--- src/rtl/capture_trigger_pkg.sv ---
// Shared definitions for the capture/trigger stage: state encodings, sample-word
// field layout and a counter-sizing helper.
package capture_trigger_pkg;

  localparam int ADC_W   = 14;
  localparam int CH0_LSB = 16;

  localparam logic [1:0] ST_IDLE    = 2'd0;
  localparam logic [1:0] ST_ARMED   = 2'd1;
  localparam logic [1:0] ST_CAPTURE = 2'd2;
  localparam logic [1:0] ST_HOLDOFF = 2'd3;

  typedef logic signed [ADC_W-1:0] adc_t;

  // Width able to hold 0..n, never narrower than one bit.
  function automatic int cnt_width(input int n);
    return (n < 1) ? 1 : $clog2(n + 1);
  endfunction

  function automatic adc_t ch0_of(input logic [31:0] word);
    return adc_t'(word[CH0_LSB +: ADC_W]);
  endfunction

endpackage

--- src/rtl/capture_trigger_sample_decimator.sv ---
// Keeps 1 of (decim_i+1) valid strobes. The ratio is latched at the start of each
// period, so a change mid-period takes effect only after the next wrap.
module sample_decimator #(
  parameter int DW = 8
) (
  input  logic          clk,
  input  logic          rst,
  input  logic [DW-1:0] decim_i,
  input  logic          valid_i,
  output logic          keep_o
);

  logic [DW-1:0] cnt_q, cnt_d;
  logic [DW-1:0] ratio_q, ratio_d;
  logic [DW-1:0] ratio_eff;

  assign ratio_eff = (cnt_q == '0) ? decim_i : ratio_q;
  assign keep_o    = valid_i && (cnt_q == ratio_eff);

  // NOTE: every signal driven here gets a default first, so no latch is inferred.
  always_comb begin
    cnt_d   = cnt_q;
    ratio_d = ratio_q;
    if (valid_i) begin
      if (cnt_q == '0) ratio_d = decim_i;
      cnt_d = keep_o ? '0 : cnt_q + 1'b1;
    end
  end

  // NOTE: state registers use non-blocking assignments only.
  always_ff @(posedge clk or posedge rst) begin
    if (rst) begin
      cnt_q   <= '0;
      ratio_q <= '0;
    end else begin
      cnt_q   <= cnt_d;
      ratio_q <= ratio_d;
    end
  end

endmodule

--- src/rtl/capture_trigger.sv ---
// Trigger and capture-window stage: decimates the sample stream, triggers on a
// channel-0 level crossing (or auto timeout) and forwards CAP_LEN samples to the FIFO.
module capture_trigger
  import capture_trigger_pkg::*;
#(
  parameter int CAP_LEN      = 1024,
  parameter int HOLDOFF      = 64,
  parameter int AUTO_TIMEOUT = 4096
) (
  input  logic             clk,
  input  logic             rst,
  input  logic             arm,
  input  logic             continuous,
  input  logic             auto_mode,
  input  logic             trig_slope,
  input  logic [ADC_W-1:0] trig_level,
  input  logic [7:0]       decim,
  input  logic [31:0]      s_data,
  input  logic             s_valid,
  input  logic             fifo_full,
  output logic [31:0]      fifo_din,
  output logic             fifo_wr_en,
  output logic [1:0]       state_o,
  output logic             triggered,
  output logic [15:0]      ovf_cnt
);

  localparam int CW = cnt_width(CAP_LEN);
  localparam int HW = cnt_width(HOLDOFF);
  localparam int TW = cnt_width(AUTO_TIMEOUT);

  localparam logic [CW-1:0] CAP_LAST = CW'((CAP_LEN > 0) ? CAP_LEN - 1 : 0);
  localparam logic [HW-1:0] HO_LAST  = HW'((HOLDOFF > 0) ? HOLDOFF - 1 : 0);
  localparam logic [TW-1:0] TO_LAST  = TW'((AUTO_TIMEOUT > 0) ? AUTO_TIMEOUT - 1 : 0);

  logic [1:0]    state_q, state_d;
  adc_t          prev_q, prev_d;
  logic          pv_q, pv_d;
  logic [TW-1:0] to_q, to_d;
  logic [CW-1:0] cap_q, cap_d;
  logic [HW-1:0] ho_q, ho_d;
  logic [15:0]   ovf_q, ovf_d;
  logic [31:0]   din_q, din_d;
  logic          wr_q, wr_d;
  logic          trig_q, trig_d;

  logic keep;
  adc_t cur, level;
  logic hit, forced, first_sample, take_sample, capture_done, leave_holdoff;

  sample_decimator #(.DW(8)) u_decim (
    .clk     (clk),
    .rst     (rst),
    .decim_i (decim),
    .valid_i (s_valid),
    .keep_o  (keep)
  );

  assign cur   = ch0_of(s_data);
  assign level = adc_t'(trig_level);

  always_comb begin
    if (trig_slope) hit = pv_q && (prev_q > level) && (cur <= level);
    else            hit = pv_q && (prev_q < level) && (cur >= level);
  end

  assign forced        = auto_mode && (to_q >= TO_LAST);
  assign first_sample  = (state_q == ST_ARMED) && keep && (hit || forced);
  assign take_sample   = first_sample || ((state_q == ST_CAPTURE) && keep);
  assign capture_done  = take_sample && (first_sample ? (CAP_LEN <= 1) : (cap_q == CAP_LAST));
  assign leave_holdoff = (capture_done && (HOLDOFF == 0)) ||
                         ((state_q == ST_HOLDOFF) && keep && (ho_q == HO_LAST));

  always_comb begin
    state_d = state_q;
    prev_d  = prev_q;
    pv_d    = pv_q;
    to_d    = to_q;
    cap_d   = cap_q;
    ho_d    = ho_q;
    ovf_d   = ovf_q;
    din_d   = din_q;
    wr_d    = 1'b0;
    trig_d  = first_sample;

    case (state_q)
      ST_IDLE: begin
        if (arm) begin
          state_d = ST_ARMED;
          pv_d    = 1'b0;
          to_d    = '0;
        end
      end
      ST_ARMED: begin
        if (keep) begin
          prev_d = cur;
          pv_d   = 1'b1;
          to_d   = to_q + 1'b1;
        end
      end
      ST_HOLDOFF: begin
        if (keep) ho_d = ho_q + 1'b1;
      end
      default: ;
    endcase

    // Sample 0 of a record is the triggering sample itself.
    if (take_sample) begin
      if (!fifo_full) begin
        wr_d  = 1'b1;
        din_d = s_data;
      end else if (ovf_q != 16'hFFFF) begin
        ovf_d = ovf_q + 16'd1;
      end
      state_d = ST_CAPTURE;
      cap_d   = first_sample ? CW'(1) : cap_q + 1'b1;
    end

    if (capture_done) begin
      state_d = ST_HOLDOFF;
      ho_d    = '0;
    end

    if (leave_holdoff) begin
      if (continuous) begin
        state_d = ST_ARMED;
        pv_d    = 1'b0;
        to_d    = '0;
      end else begin
        state_d = ST_IDLE;
      end
    end
  end

  always_ff @(posedge clk or posedge rst) begin
    if (rst) begin
      state_q <= ST_IDLE;
      prev_q  <= '0;
      pv_q    <= 1'b0;
      to_q    <= '0;
      cap_q   <= '0;
      ho_q    <= '0;
      ovf_q   <= '0;
      din_q   <= '0;
      wr_q    <= 1'b0;
      trig_q  <= 1'b0;
    end else begin
      state_q <= state_d;
      prev_q  <= prev_d;
      pv_q    <= pv_d;
      to_q    <= to_d;
      cap_q   <= cap_d;
      ho_q    <= ho_d;
      ovf_q   <= ovf_d;
      din_q   <= din_d;
      wr_q    <= wr_d;
      trig_q  <= trig_d;
    end
  end

  assign fifo_din   = din_q;
  assign fifo_wr_en = wr_q;
  assign state_o    = state_q;
  assign triggered  = trig_q;
  assign ovf_cnt    = ovf_q;

endmodule

--- config.mk ---
export PLATFORM = sky130hd
export DESIGN_NAME = capture_trigger
export DESIGN_NICKNAME = d
export VERILOG_FILES = /design/src/rtl/capture_trigger_pkg.sv /design/src/rtl/capture_trigger_sample_decimator.sv /design/src/rtl/capture_trigger.sv
export SDC_FILE = /design/constraint.sdc
export NUM_CORES = 1
export LEC_CHECK = 0
export BUFFER_PORTS_ARGS = -buffer_cell sky130_fd_sc_hd__buf_4
export CORE_ASPECT_RATIO = 0.7
export CORE_MARGIN = 4
export CORE_UTILIZATION = 44
export DETAILED_ROUTE_END_ITERATION = 8
export MAX_ROUTING_LAYER = met4
export PLACE_DENSITY = 0.63
export SETUP_SLACK_MARGIN = 0.2
export SYNTH_ARGS = -nofsm -noshare
export SYNTH_HDL_FRONTEND = slang
export SYNTH_SLANG_ARGS = --single-unit
export TNS_END_PERCENT = 20
--- constraint.sdc ---
create_clock -name clk -period 9.45 [get_ports clk]
set_input_delay 0.945 -clock clk [delete_from_list [all_inputs] [get_ports clk]]
set_output_delay 0.945 -clock clk [all_outputs]
set_load 0.05 [all_outputs]
* Word level (Yosys, flattened, before mapping)
Index checks and enable logic that the tools add are counted.
Cells by class: shifts and indexed selects 0, multipliers 0, muxes and demuxes 26, reduce and logical (&&, ||, !) cells 25, bitwise logic cells 1, $lt $le $gt $ge 5, $add $sub $neg 5, divide/modulo/power cells 0, equality and inequality tests 7
Operators by type and width (number):
- 2-to-1 mux 13 bit | 4
- case mux 13 bit (2 select lines) | 1
- 2-to-1 mux 7 bit | 3
- adder 16 x 1 -> 16 bit, second input constant | 1
- 2-to-1 mux 8 bit | 2
- inequality test 16 bit, second input constant | 1
- greater-or-equal comparator 14 bit | 1
- greater-than comparator 14 bit | 1
- less-or-equal comparator 14 bit | 1
- less-than comparator 14 bit | 1
- adder 13 x 1 -> 13 bit, second input constant | 1
- greater-or-equal comparator 13 x 12 -> 1 bit, second input constant | 1
- logical AND 1 bit | 12
- adder 11 x 1 -> 11 bit, second input constant | 1
- == test 11 x 10 -> 1 bit, second input constant | 1
- 2-to-1 mux 11 bit | 1
- 2-to-1 mux 2 bit | 5
- 2-to-1 mux 1 bit | 9
- adder 8 x 1 -> 8 bit, second input constant | 1
- == test 8 bit | 1
- logical NOT 8 bit | 1
- AND reduction 2 bit | 4
- nonzero test 4 bit | 2
- adder 7 x 1 -> 7 bit, second input constant | 1
- other kinds (9) | 12
Storage, ports and cells: memories 0, latch bits 0, memory bits (writable) 0, input port bits 62, bits in read-only memories 0, word-level logic and storage cells 81, register bits 114, output and inout bits 52

* Depth between registers and ports, before layout
Gate-level depths: netlist of the first run.
word-level depth 10, depth in mapped cells 13, depth with buffers taken out 11

* Hierarchy
From an unflattened synthesis of the first run, not the netlist that was laid out.
Unflattened totals: cells, all modules 552, area, all modules 5783.0 um^2
Modules (own cells, without submodules):
- capture_trigger | cells an instance 460, seq. area each 2452.4 um^2, area an instance 4844.6 um^2, instances 1
- sample_decimator | cells an instance 92, seq. area each 400.4 um^2, area an instance 938.4 um^2, instances 1

* Worst setup path after synthesis of the first run
Ideal clock, no wire load.
path type input-to-reg, from input trig_level[13], to register din_q[1] (netlist: fifo_din[1]), path slack 5874 ps, library setup time 142 ps, buffers on the path 1, stages on the path 11, data arrival time 3434 ps, data required time 9308 ps, cell sequence inv_1 ha_1 nand2_1 nor4_1 o311a_1 o21bai_1 and3b_1 nor3_1 nand2b_1 clkbuf_1 o2111ai_1
Between the ends: word-level cells in the longest chain between the ends 8, elaborated cells on any way between the ends 13, classes of those cells order compare: 4; mux: 1; reduce/logical: 8
Ends and longest elaborated chain:
- start, declared | line capture_trigger.sv:16 | input logic [ADC_W-1:0] trig_level,
- less-than comparator 14 bit or greater-than comparator 14 bit (tied branches) | line capture_trigger.sv:64, capture_trigger.sv:63
- logical AND 1 bit, on equally long branches (2 in a row) | line capture_trigger.sv:64, capture_trigger.sv:63
- 2-to-1 mux 1 bit * | line capture_trigger.sv:63 | if (trig_slope) hit = pv_q && (prev_q > level) && (cur <= level);
- logical OR 1 bit * | line capture_trigger.sv:68 | assign first_sample = (state_q == ST_ARMED) && keep && (hit || forced);
- logical AND 1 bit * | line capture_trigger.sv:68
- logical OR 1 bit * | line capture_trigger.sv:69 | assign take_sample = first_sample || ((state_q == ST_CAPTURE) && keep);
- AND reduction 2 bit (no source line) *
- end signal, assigned | line capture_trigger.sv:155 | din_q <= din_d;
- end, declared | line capture_trigger.sv:43 | logic [31:0] din_q, din_d;
Every way passes the cells marked *; elsewhere a longest branch is shown, timed or not. A chain may end at the register's enable or synchronous reset.

* Worst setup path after layout of the first run
from register u_decim.cnt_q[0], to register din_q[29] (netlist: fifo_din[29])
Between the ends: word-level cells in the longest chain between the ends 8, elaborated cells on any way between the ends 9, classes of those cells eq/ne: 1; mux: 1; reduce/logical: 7
Ends and longest elaborated chain:
- start, declared | line capture_trigger_sample_decimator.sv:13 | logic [DW-1:0] cnt_q, cnt_d;
- start signal, assigned | line capture_trigger_sample_decimator.sv:36 | cnt_q <= cnt_d;
- logical NOT 8 bit | line capture_trigger_sample_decimator.sv:17 | assign ratio_eff = (cnt_q == '0) ? decim_i : ratio_q;
- 2-to-1 mux 8 bit | line capture_trigger_sample_decimator.sv:17
- == test 8 bit * | line capture_trigger_sample_decimator.sv:18 | assign keep_o = valid_i && (cnt_q == ratio_eff);
- logical AND 1 bit * | line capture_trigger_sample_decimator.sv:18
- logical AND 1 bit (2 in a row) | line capture_trigger.sv:68
- logical OR 1 bit * | line capture_trigger.sv:69
- AND reduction 2 bit (no source line) *
Marked as above.

==> impl_metrics.tcl, run 1 <==
set metrics [dict create \
    cp.arrival_ns 4.29 \
    gp_congestion 0.818 \
    yosysTopAreaCellShare_pct 40.8 \
    leakagePower_uw 0.00375 \
    syn_nets 861 \
    h-tree-depth 4 \
    hp-class "reg -> reg" \
    dieHeight_um 113 \
    yosys_warnings 0 \
    vias 6362 \
    fill_cells 1404 \
    skew_ns 0.00790 \
    synthAdderAreaFrac_pct 6.09 \
    synthArstFlopShare_pct 100 \
    place_area_um2 7940 \
    endpoint_kind "register" \
    multi_input_area_um2 3800 \
    dr.pass1.iters 5 \
    yosys.cell_types.count 66 \
    hold_slack_ns 0.493 \
    worstPathMaxFanout 62 \
    pre_cts_ws_ns 5.34 \
    power_density_nw_per_um2 147 \
    ys_seq_area_share_pct 40.8 \
    cts-root-buf "clkbuf_16" \
    cts_tree "built" \
    core_region_area_um2 15500 \
    cts_buffers 17 \
    grt_pass1_wl_mm 32.3 \
    cp_top_family "compound AO/OA/AOI/OAI gates" \
    grt_use_total_pct 22.9 \
    synthMuxAreaShare_pct 4.07 \
    synth_compound_area_share_pct 16.9 \
    cts_sinks 114 \
    postSynthAreaPerCell_um2 9.13 \
    clock_latency_ns 0.42 \
    finalHoldViolCount 0 \
    syn_inst 765 \
    fin_setup_tns_ns 0 \
    die_area_um2 18000 \
    area_growth_pct 21.5 \
    drv_slew 0 \
    clockBufferDepth 2 \
    tightestPinTransition_ns 1.18 \
    period_needed_ns 4.04 \
    cts.repair.resized 0 \
    cts_setup_buffers 0 \
    setup.worst_path.start_class "register" \
    fmax_ghz 0.247 \
    wl_mm 19.6 \
    design_area_um2 8490 \
    wl_per_cell_um 18.2 \
    path_cells "inv_1 -> ha_1 -> or4b_4 -> o21ai_0 -> a21oi_1 -> a2111oi_4 -> nand4_4 -> nor2_4 -> buf_4 -> nand2b_1 -> buf_4 -> o32ai_1 -> a21oi_1" \
    cap_violations 0 \
    place.port_buffers 113 \
    dp_hpwl_mm 13.4 \
    nets 958 \
    setup_slack_ns 5.41 \
    dieWidth_um 159 \
    io_pins 114 \
    antenna_left 0 \
    yosys.area_share.simple_pct 22.2 \
    grt_pass1_vias 6176 \
    grt_max_degree 77 \
    antenna_found_initial 0 \
    grt-ovfl-total 0 \
    synthesis.area_um2 6990 \
    synth_top_family_by_area "simple AND/OR/NAND/NOR gates" \
    ys_ff_latch 114 \
    synth-edff-count 0 \
    path_buf_inv 3 \
    slowest_delay_ns 0.52 \
    rows 38 \
    slew-limit-headroom_pct 21.1 \
    fin_crit_sh_pct 42.8 \
    antenna_cells 0 \
    synth-xor-area-share_pct 4.89 \
    seq_area_um2 2850 \
    via_per_inst 5.92 \
    ir_drop_mv 0.106 \
    synth_top_cell_by_area "dfrtp_1" \
    initial_core_util_pct 44.9 \
    rsz0062_at_grt "no" \
    ys.flop_type "dfrtp_1" \
    setup_viol 0 \
    synthTopCellsByArea "dfrtp_1, ha_1, nand2_1" \
    outcome "finished clean" \
    drt_iter0_markers 533 \
    clk_pin_slew_ns 0.05 \
    required_ns 9.70 \
    layout-drive-gt1-share_pct 21.2 \
    final_util_pct 54.6 \
    worst-setup-path-type "reg -> reg" \
    cts.hold.buffers_added 0 \
    drc_errors 0 \
    critical-path-slowest-cell "or4b_4" \
]
## cell usage after synthesis (22+ instances only)
| cell | instances |
|---|---|
| nand3_1 | 53 |
| xor2_1 | 22 |
| o21ai_0 | 49 |
| o2111ai_1 | 29 |
| nor3_1 | 24 |
| ha_1 | 34 |
| dfrtp_1 | 114 |
| clkbuf_1 | 27 |
| inv_1 | 32 |
| nor2_1 | 46 |
| nand2_1 | 76 |
| a31oi_1 | 31 |
| nor2b_1 | 33 |
| a21oi_1 | 26 |
## layout make-up
cell class	count	share of cell area, %
Clock inverter	4	0.265
Inverter	34	1.53
Timing Repair Buffer	121	10.7
Tap cell	200	2.95
Clock buffer	27	6.16
Sequential cell	114	33.6
Multi-Input combinational cell	574	44.8
## final timing paths
path / startpoint / endpoint / slack, ns / cells after the start
min in group asynchronous: rst / ho_q[2]$_DFFE_PP0P_ / 0.56 / 2
setup / recovery: u_decim.cnt_q[0]$_DFFE_PP0P_ / fifo_din[29]$_DFFE_PP0P_ / 5.41 / 13
max in group asynchronous: rst / state_o[0]$_DFFE_PP0P_ / 7.48 / 3
hold / removal: ovf_cnt[8]$_DFFE_PP0P_ / ovf_cnt[8]$_DFFE_PP0P_ / 0.49 / 1
setup reg to reg: u_decim.cnt_q[0]$_DFFE_PP0P_ / fifo_din[29]$_DFFE_PP0P_ / 5.41 / 13
hold reg to reg: ovf_cnt[8]$_DFFE_PP0P_ / ovf_cnt[8]$_DFFE_PP0P_ / 0.49 / 1
## through the flow
| stage | total power (uW) | std cells |
|---|---|---|
| after global placement | 653 | 1043 |
| after CTS | 1260 | 1074 |
| after global routing | 1300 | 1074 |
| after detailed placement | 657 | 1043 |
| final | 1250 | 1074 |
| after floorplan | 611 | 765 |
## state kept, by name, indices dropped and copies added (netlist names)
name / flops
prev_q: 14
fifo_wr_en: 1
ho_q: 7
ovf_cnt: 16
u_decim.cnt_q: 8
triggered: 1
state_o: 2
cap_q: 11
fifo_din: 32
to_q: 13
u_decim.ratio_q: 8
pv_q: 1
## routing by layer
layer	routed length, um	share of wire (%)	global-route usage (%)
met3	1310	6.7	5.04
met2	8450	43	32.0
met1	9620	49	33.7
met5	0	0	-
met4	207	1.1	5.63
## power by group
part / total, uW / internal (uW) / switching (uW)
sequential: 529 / 503 / 25.2
combinational: 122 / 52.0 / 69.6
clock: 596 / 374 / 222
## cells in the final DEF (no fill, tap or decap), drive strengths merged, types with 13 or more instances in the layout
| cell | Yosys | final |
|---|---|---|
| xor2 | 22 | 22 |
| buf | 14 | 121 |
| xnor2 | 17 | 17 |
| o21ai | 50 | 50 |
| a21oi | 26 | 26 |
| mux2 | 19 | 19 |
| inv | 32 | 32 |
| nand4 | 15 | 15 |
| nor4 | 13 | 13 |
| nor3 | 25 | 25 |
| o2111ai | 29 | 29 |
| nor2 | 47 | 47 |
| nand2 | 76 | 76 |
| ha | 34 | 34 |
| clkbuf | 29 | 27 |
| dfrtp | 114 | 114 |
| a31oi | 31 | 31 |
| nand3 | 55 | 55 |
| nor2b | 33 | 33 |
## cells by family (layout without fill, tap and decap cells)
| group | after synthesis | count (layout) |
|---|---|---|
| AOI/OAI and AO/OA | 177 | 177 |
| xor gates and xnor gates | 39 | 39 |
| adders and majority gates | 34 | 34 |
| buffers and inverters | 77 | 186 |
| DFF | 114 | 114 |
| muxes | 26 | 26 |
| and+or+nand+nor | 298 | 298 |
Note: power is estimated with default switching activity, not from simulation.
==> run 2: changes to the inputs <==
--- a/config.mk
+++ b/config.mk
@@ -11,7 +11,7 @@
 export CORE_UTILIZATION = 44
 export DETAILED_ROUTE_END_ITERATION = 8
 export MAX_ROUTING_LAYER = met4
-export PLACE_DENSITY = 0.63
+export PLACE_DENSITY = 0.65
 export SETUP_SLACK_MARGIN = 0.2
 export SYNTH_ARGS = -nofsm -noshare
 export SYNTH_HDL_FRONTEND = slang
==> constraint.sdc (replaced) <==
create_clock -name clk -period 3.4 [get_ports clk]
set_input_delay 0.34 -clock clk [delete_from_list [all_inputs] [get_ports clk]]
set_output_delay 0.34 -clock clk [all_outputs]
set_load 0.05 [all_outputs]
==> run 2 against run 1 <==
  * Count of clock-buffer cells in the layout fell by 9
  * Largest cell class unchanged
  * First-iteration DRC count fell by 11%
  * Non-clock buffer count increased by 31
==> impl_metrics.tcl, run 2 (synthesized netlist as in run 1, its figures left out) <==
set metrics [dict create \
    rrSetupSlack_ns 0.25 \
    grt-ovfl-total 0 \
    via_per_inst 5.99 \
    grt_use_total_pct 23.9 \
    nets 990 \
    io_pins 114 \
    fin_crit_sh_pct 92.6 \
    dr.pass1.iters 5 \
    worstReg2RegStart "u_decim.cnt_q[1]$_DFFE_PP0P_" \
    cts_tree "built" \
    vias 6633 \
    tightestPinTransition_ns 1.11 \
    worstPathMaxFanout 15 \
    fill_cells 1291 \
    cts_sinks 114 \
    clockBufferDepth 2 \
    area_growth_pct 29.4 \
    slowest_delay_ns 0.52 \
    endpoint_kind "register" \
    setup_slack_ns 0.252 \
    final_common_cell "buf_4" \
    clock_latency_ns 0.42 \
    drc_errors 0 \
    drv_slew 0 \
    grt_pass1_vias 6556 \
    required_ns 3.68 \
    antenna_found_initial 0 \
    hp-class "in -> reg" \
    dieWidth_um 159 \
    power_density_nw_per_um2 427 \
    clk_pin_slew_ns 0.06 \
    setup.worst_path.start_class "register" \
    reg2reg_to "fifo_din[1]$_DFFE_PP0P_" \
    cap_violations 0 \
    clock_power_share_pct 51.4 \
    dieHeight_um 113 \
    wl_per_cell_um 18.9 \
    gp_congestion 0.892 \
    cp_top_family "simple AND/OR/NAND/NOR gates" \
    cp.arrival_ns 3.43 \
    path_cells "inv_2 -> ha_1 -> or4b_4 -> nor3_1 -> mux2i_1 -> o221a_2 -> nand4_4 -> nor2_4 -> buf_4 -> clkbuf_16 -> nor2b_1 -> a31oi_1 -> o2111ai_1" \
    cts-root-buf "clkbuf_16" \
    leakagePower_uw 0.00397 \
    p_sw_share_pct 25.0 \
    seq_power_share_pct 38.0 \
    slew-limit-headroom_pct 25.8 \
    layout-drive-gt1-share_pct 26.9 \
    finalHoldViolCount 0 \
    skew_ns 0.00875 \
    worst-setup-path-type "reg -> reg" \
    initial_core_util_pct 44.9 \
    path_buf_inv 3 \
    rows 38 \
    dp_hpwl_mm 14.1 \
    hold-path-endpoint "u_decim.ratio_q[7]$_DFFE_PP0P_" \
    cts_buffers 17 \
    fin_setup_tns_ns 0 \
    critical-path-slowest-cell "or4b_4" \
    switchingPower_uw 963 \
    outcome "finished clean" \
    h-tree-depth 4 \
    hold_start "decim[7]" \
    die_area_um2 18000 \
    pre_cts_ws_ns 0.0717 \
    place.port_buffers 113 \
    rsz0062_at_grt "yes" \
    r2r_cells 13 \
    grt_max_degree 62 \
    power.internal_uw 2890 \
    grt_pass1_wl_mm 33.4 \
    core_region_area_um2 15500 \
    period_needed_ns 3.15 \
    ir_drop_mv 0.435 \
    holdPathStages 2 \
    antenna_cells 0 \
    p_comb_share_pct 10.6 \
    crit_cells 13 \
    drt_iter0_markers 476 \
    layout_common_cells "buf_4, dfrtp_1, nand2_1, nand3_1, o21ai_0" \
    wl_mm 21.0 \
    fmax_ghz 0.318 \
    antenna_left 0 \
    setup_viol 0 \
    largest_reg_flops 32 \
]
## run 2: cell count changes in the layout (fill, tap and decap cells not counted), sizes merged
cell,change
dlygate4sd3,+1
clkbuf,-7
nand4,+1
bufinv,+5
clkinv,+1
clkinvlp,+5
buf,+28
inv,-1
## run 2: per-stage QoR
step	utilization, %	std cells	cell area (um^2)	power [uW]	hold slack [ns]
5_1_grt	58.1	1107	9040	4000	0.155
3_3_place_gp	51.9	1057	8070	1830	0.348
4_1_cts	56.7	1095	8810	3840	0.149
6_report	58.1	1107	9040	3860	0.162
3_5_place_dp	51.9	1057	8070	1840	0.352
2_1_floorplan	-	765	6990	1700	0.413
## run 2: power by group through the flow
stage	Clock (uW)	Sequential, uW	Combinational (uW)
after detailed placement	0	1480	359
after global routing	2070	1470	457
final	1980	1470	410
after CTS	2000	1460	378
after floorplan	0	1470	227
after global placement	0	1480	349
## run 2: layer usage
metal / up-vias / track usage (%) / wire length, um
met4: 0 / 7.61 / 319
met1: 3285 / 33.2 / 9760
met2: 248 / 35.4 / 9530
li1: 3074 / - / -
met5: - / - / 0
met3: 26 / 4.74 / 1350
## run 2: final cells by class
type	instances	area (um^2)	share of cell area, %
flip-flops and latches	114	2850	31.6
multi-input cells	575	3950	43.7
clock inverters	14	211	2.34
well taps	200	250	2.77
repair buffers	152	1200	13.3
inverters	34	131	1.45
clock buffers	18	439	4.86
## run 2: timing repair
item	in CTS	in global routing
gates resized for setup	10	22
hold buffers	1	0
endpoints found under the setup margin	69	80
pin swaps	4	3
hold endpoints to repair	13	0
setup buffers	4	10
gates cloned	1	2
## run 2: worst max-delay path by stage
stage                                 start  slack, ns                 endpoint
3_5_place_dp   u_decim.cnt_q[0]$_DFFE_PP0P_       0.07  ovf_cnt[13]$_DFFE_PP0P_
5_1_grt               prev_q[4]$_DFFE_PP0P_       0.12     cap_q[2]$_DFFE_PP0N_
6_report       u_decim.cnt_q[1]$_DFFE_PP0P_       0.25  fifo_din[1]$_DFFE_PP0P_
3_3_place_gp   u_decim.cnt_q[0]$_DFFE_PP0P_       0.19   ovf_cnt[7]$_DFFE_PP0P_
2_1_floorplan  u_decim.cnt_q[0]$_DFFE_PP0P_       0.35   prev_q[13]$_DFFE_PP0P_
4_1_cts        u_decim.cnt_q[1]$_DFFE_PP0P_       0.20     cap_q[9]$_DFFE_PP0N_
## run 2: worst register-to-register path, stage by stage, from the launching register on
cell	delay [ns]
dfrtp_1	0.42
inv_2	0.08
ha_1	0.17
or4b_4	0.52
nor3_1	0.23
mux2i_1	0.22
o221a_2	0.30
nand4_4	0.19
nor2_4	0.22
buf_4	0.15
clkbuf_16	0.16
nor2b_1	0.05
a31oi_1	0.15
o2111ai_1	0.15
==> run 3: changes to the inputs <==
==> constraint.sdc (replaced) <==
create_clock -name clk -period 3.4 [get_ports clk]
set_input_delay 0 -clock clk [delete_from_list [all_inputs] [get_ports clk]]
set_output_delay 0 -clock clk [all_outputs]
set_load 0.05 [all_outputs]
==> run 3 against run 2 <==
  * Combinational power rose by 2%
  * Clock skew up 0.0013 ns
  * Clock power fell by 2%
  * Global-route usage increased by 0.096 points
  * Critical endpoint is now state_o[0]$_DFFE_PP0P_
  * Largest cell class unchanged
  * Largest power group unchanged
  * Highest routed layer unchanged
==> impl_metrics.tcl, run 3 (synthesized netlist as in run 1, its figures left out) <==
set metrics [dict create \
    outcome "finished clean" \
    antenna_found_initial 0 \
    cts_sinks 114 \
    grt_use_total_pct 24.0 \
    setup_slack_ns 0.218 \
    wl_per_cell_um 18.1 \
    tightestPinTransition_ns 0.848 \
    dieHeight_um 113 \
    fmax_ghz 0.314 \
    met3_length_mm 1.39 \
    period_needed_ns 3.18 \
    place.port_buffers 113 \
    ir_drop_mv 0.375 \
    antenna_cells 0 \
    grt_max_degree 66 \
    cts_buffers 17 \
    skew_ns 0.0100 \
    cap_violations 0 \
    h-tree-depth 4 \
    largest_reg_flops 32 \
    drc_errors 0 \
    fin_crit_sh_pct 93.6 \
    antenna_left 0 \
    pre_cts_ws_ns -0.0177 \
    finalHoldViolCount 0 \
    leakagePower_uw 0.00412 \
    grt-ovfl-total 0 \
    cts-root-buf "clkbuf_16" \
    drt_iter0_markers 593 \
    endpoint_kind "register" \
    rsz0062_at_grt "yes" \
    grt_pass1_vias 6831 \
    place_area_um2 8050 \
    setup.worst_path.start_class "register" \
    final_common_cell "buf_4" \
    cts_tree "built" \
    hold_slack_ns 0.222 \
    design_area_um2 9350 \
    dp_hpwl_mm 13.9 \
    dieWidth_um 159 \
    vias 6739 \
    slew-limit-headroom_pct 43.5 \
    core_region_area_um2 15500 \
    layout-drive-gt1-share_pct 25.0 \
    rrSetupSlack_ns 0.22 \
    area_growth_pct 33.9 \
    rows 38 \
    via_per_inst 5.88 \
    m1WireLength_mm 9.67 \
    dr.pass1.iters 6 \
    layout_common_cells "buf_4, dfrtp_1, nand2_1, nand3_1, o21ai_0" \
    clock_latency_ns 0.42 \
    required_ns 3.74 \
    highest_layer "met4" \
    worst-setup-path-type "reg -> reg" \
    final_util_pct 60.2 \
    clk_pin_slew_ns 0.06 \
    worstPathMaxFanout 6 \
    wl_mm 20.8 \
    io_pins 114 \
    power_density_nw_per_um2 409 \
    nets 1030 \
    hp-class "in -> reg" \
    clockBufferDepth 2 \
    fill_cells 1295 \
    die_area_um2 18000 \
    wl_met2_mm 9.34 \
    cp.arrival_ns 3.53 \
    gp_congestion 0.847 \
    grt_pass1_wl_mm 33.8 \
    initial_core_util_pct 44.9 \
    drv_slew 0 \
    setup_viol 0 \
]
## run 3: final cells by class
class                           instances  area, um^2  area share [%]
Multi-Input combinational cell        575        3900            41.7
Sequential cell                       114        2850            30.5
Timing Repair Buffer                  192        1580            16.9
Clock buffer                           22         484            5.18
Tap cell                              200         250            2.68
Clock inverter                         10         155            1.66
Inverter                               34         130            1.39
## run 3: timing repair
action                                 4_1_cts  5_1_grt
endpoints found under the hold margin      123        0
setup buffers                                5        8
resized for setup                            3       28
pin swaps                                    3       11
hold buffers                                45        0
setup endpoints to repair                   64       95
cloned                                       0        1
## run 3: where the power goes
part           total [uW]  switching, uW  internal (uW)
sequential           1470           70.9           1400
combinational         417            220            196
clock                1940            637           1300
## run 3: path summary, 6_finish.rpt
check	start	end	cells after the start
min reg2reg	prev_q[0]$_DFFE_PP0P_	prev_q[0]$_DFFE_PP0P_	2
max	u_decim.cnt_q[0]$_DFFE_PP0P_	state_o[0]$_DFFE_PP0P_	14
max reg2reg	u_decim.cnt_q[0]$_DFFE_PP0P_	state_o[0]$_DFFE_PP0P_	14
max in group asynchronous	rst	pv_q$_DFF_PP0_	4
min	auto_mode	cap_q[0]$_DFFE_PP0N_	5
min in group asynchronous	rst	ovf_cnt[10]$_DFFE_PP0P_	3
## run 3: metrics by stage
stage | cells | TNS, ns | total power (uW)
after global placement | 1056 | 0 | 1820
after CTS | 1138 | 0 | 3820
after global routing | 1147 | 0 | 3980
after floorplan | 765 | 0 | 1700
after detailed placement | 1056 | -0.0177 | 1830
final | 1147 | 0 | 3820
## run 3: worst max-delay path: stages, from the launching register on
cell and delay, ns:
dfrtp_1 0.39, inv_2 0.12, ha_4 0.14, or4b_4 0.51, o21ai_2 0.17, a21oi_2 0.09, a2111oi_4 0.46, nand4_4 0.19
buf_4 0.21, buf_4 0.13, nor2_1 0.16, buf_4 0.18, a21oi_1 0.07, a2bb2oi_1 0.18, nor2_1 0.11
## run 3: layer usage
layer  GRT usage, %  vias up
met5              -        -
met4           8.64        0
met3           5.20       40
met2           35.1      286
met1           33.0     3274
li1               -     3139
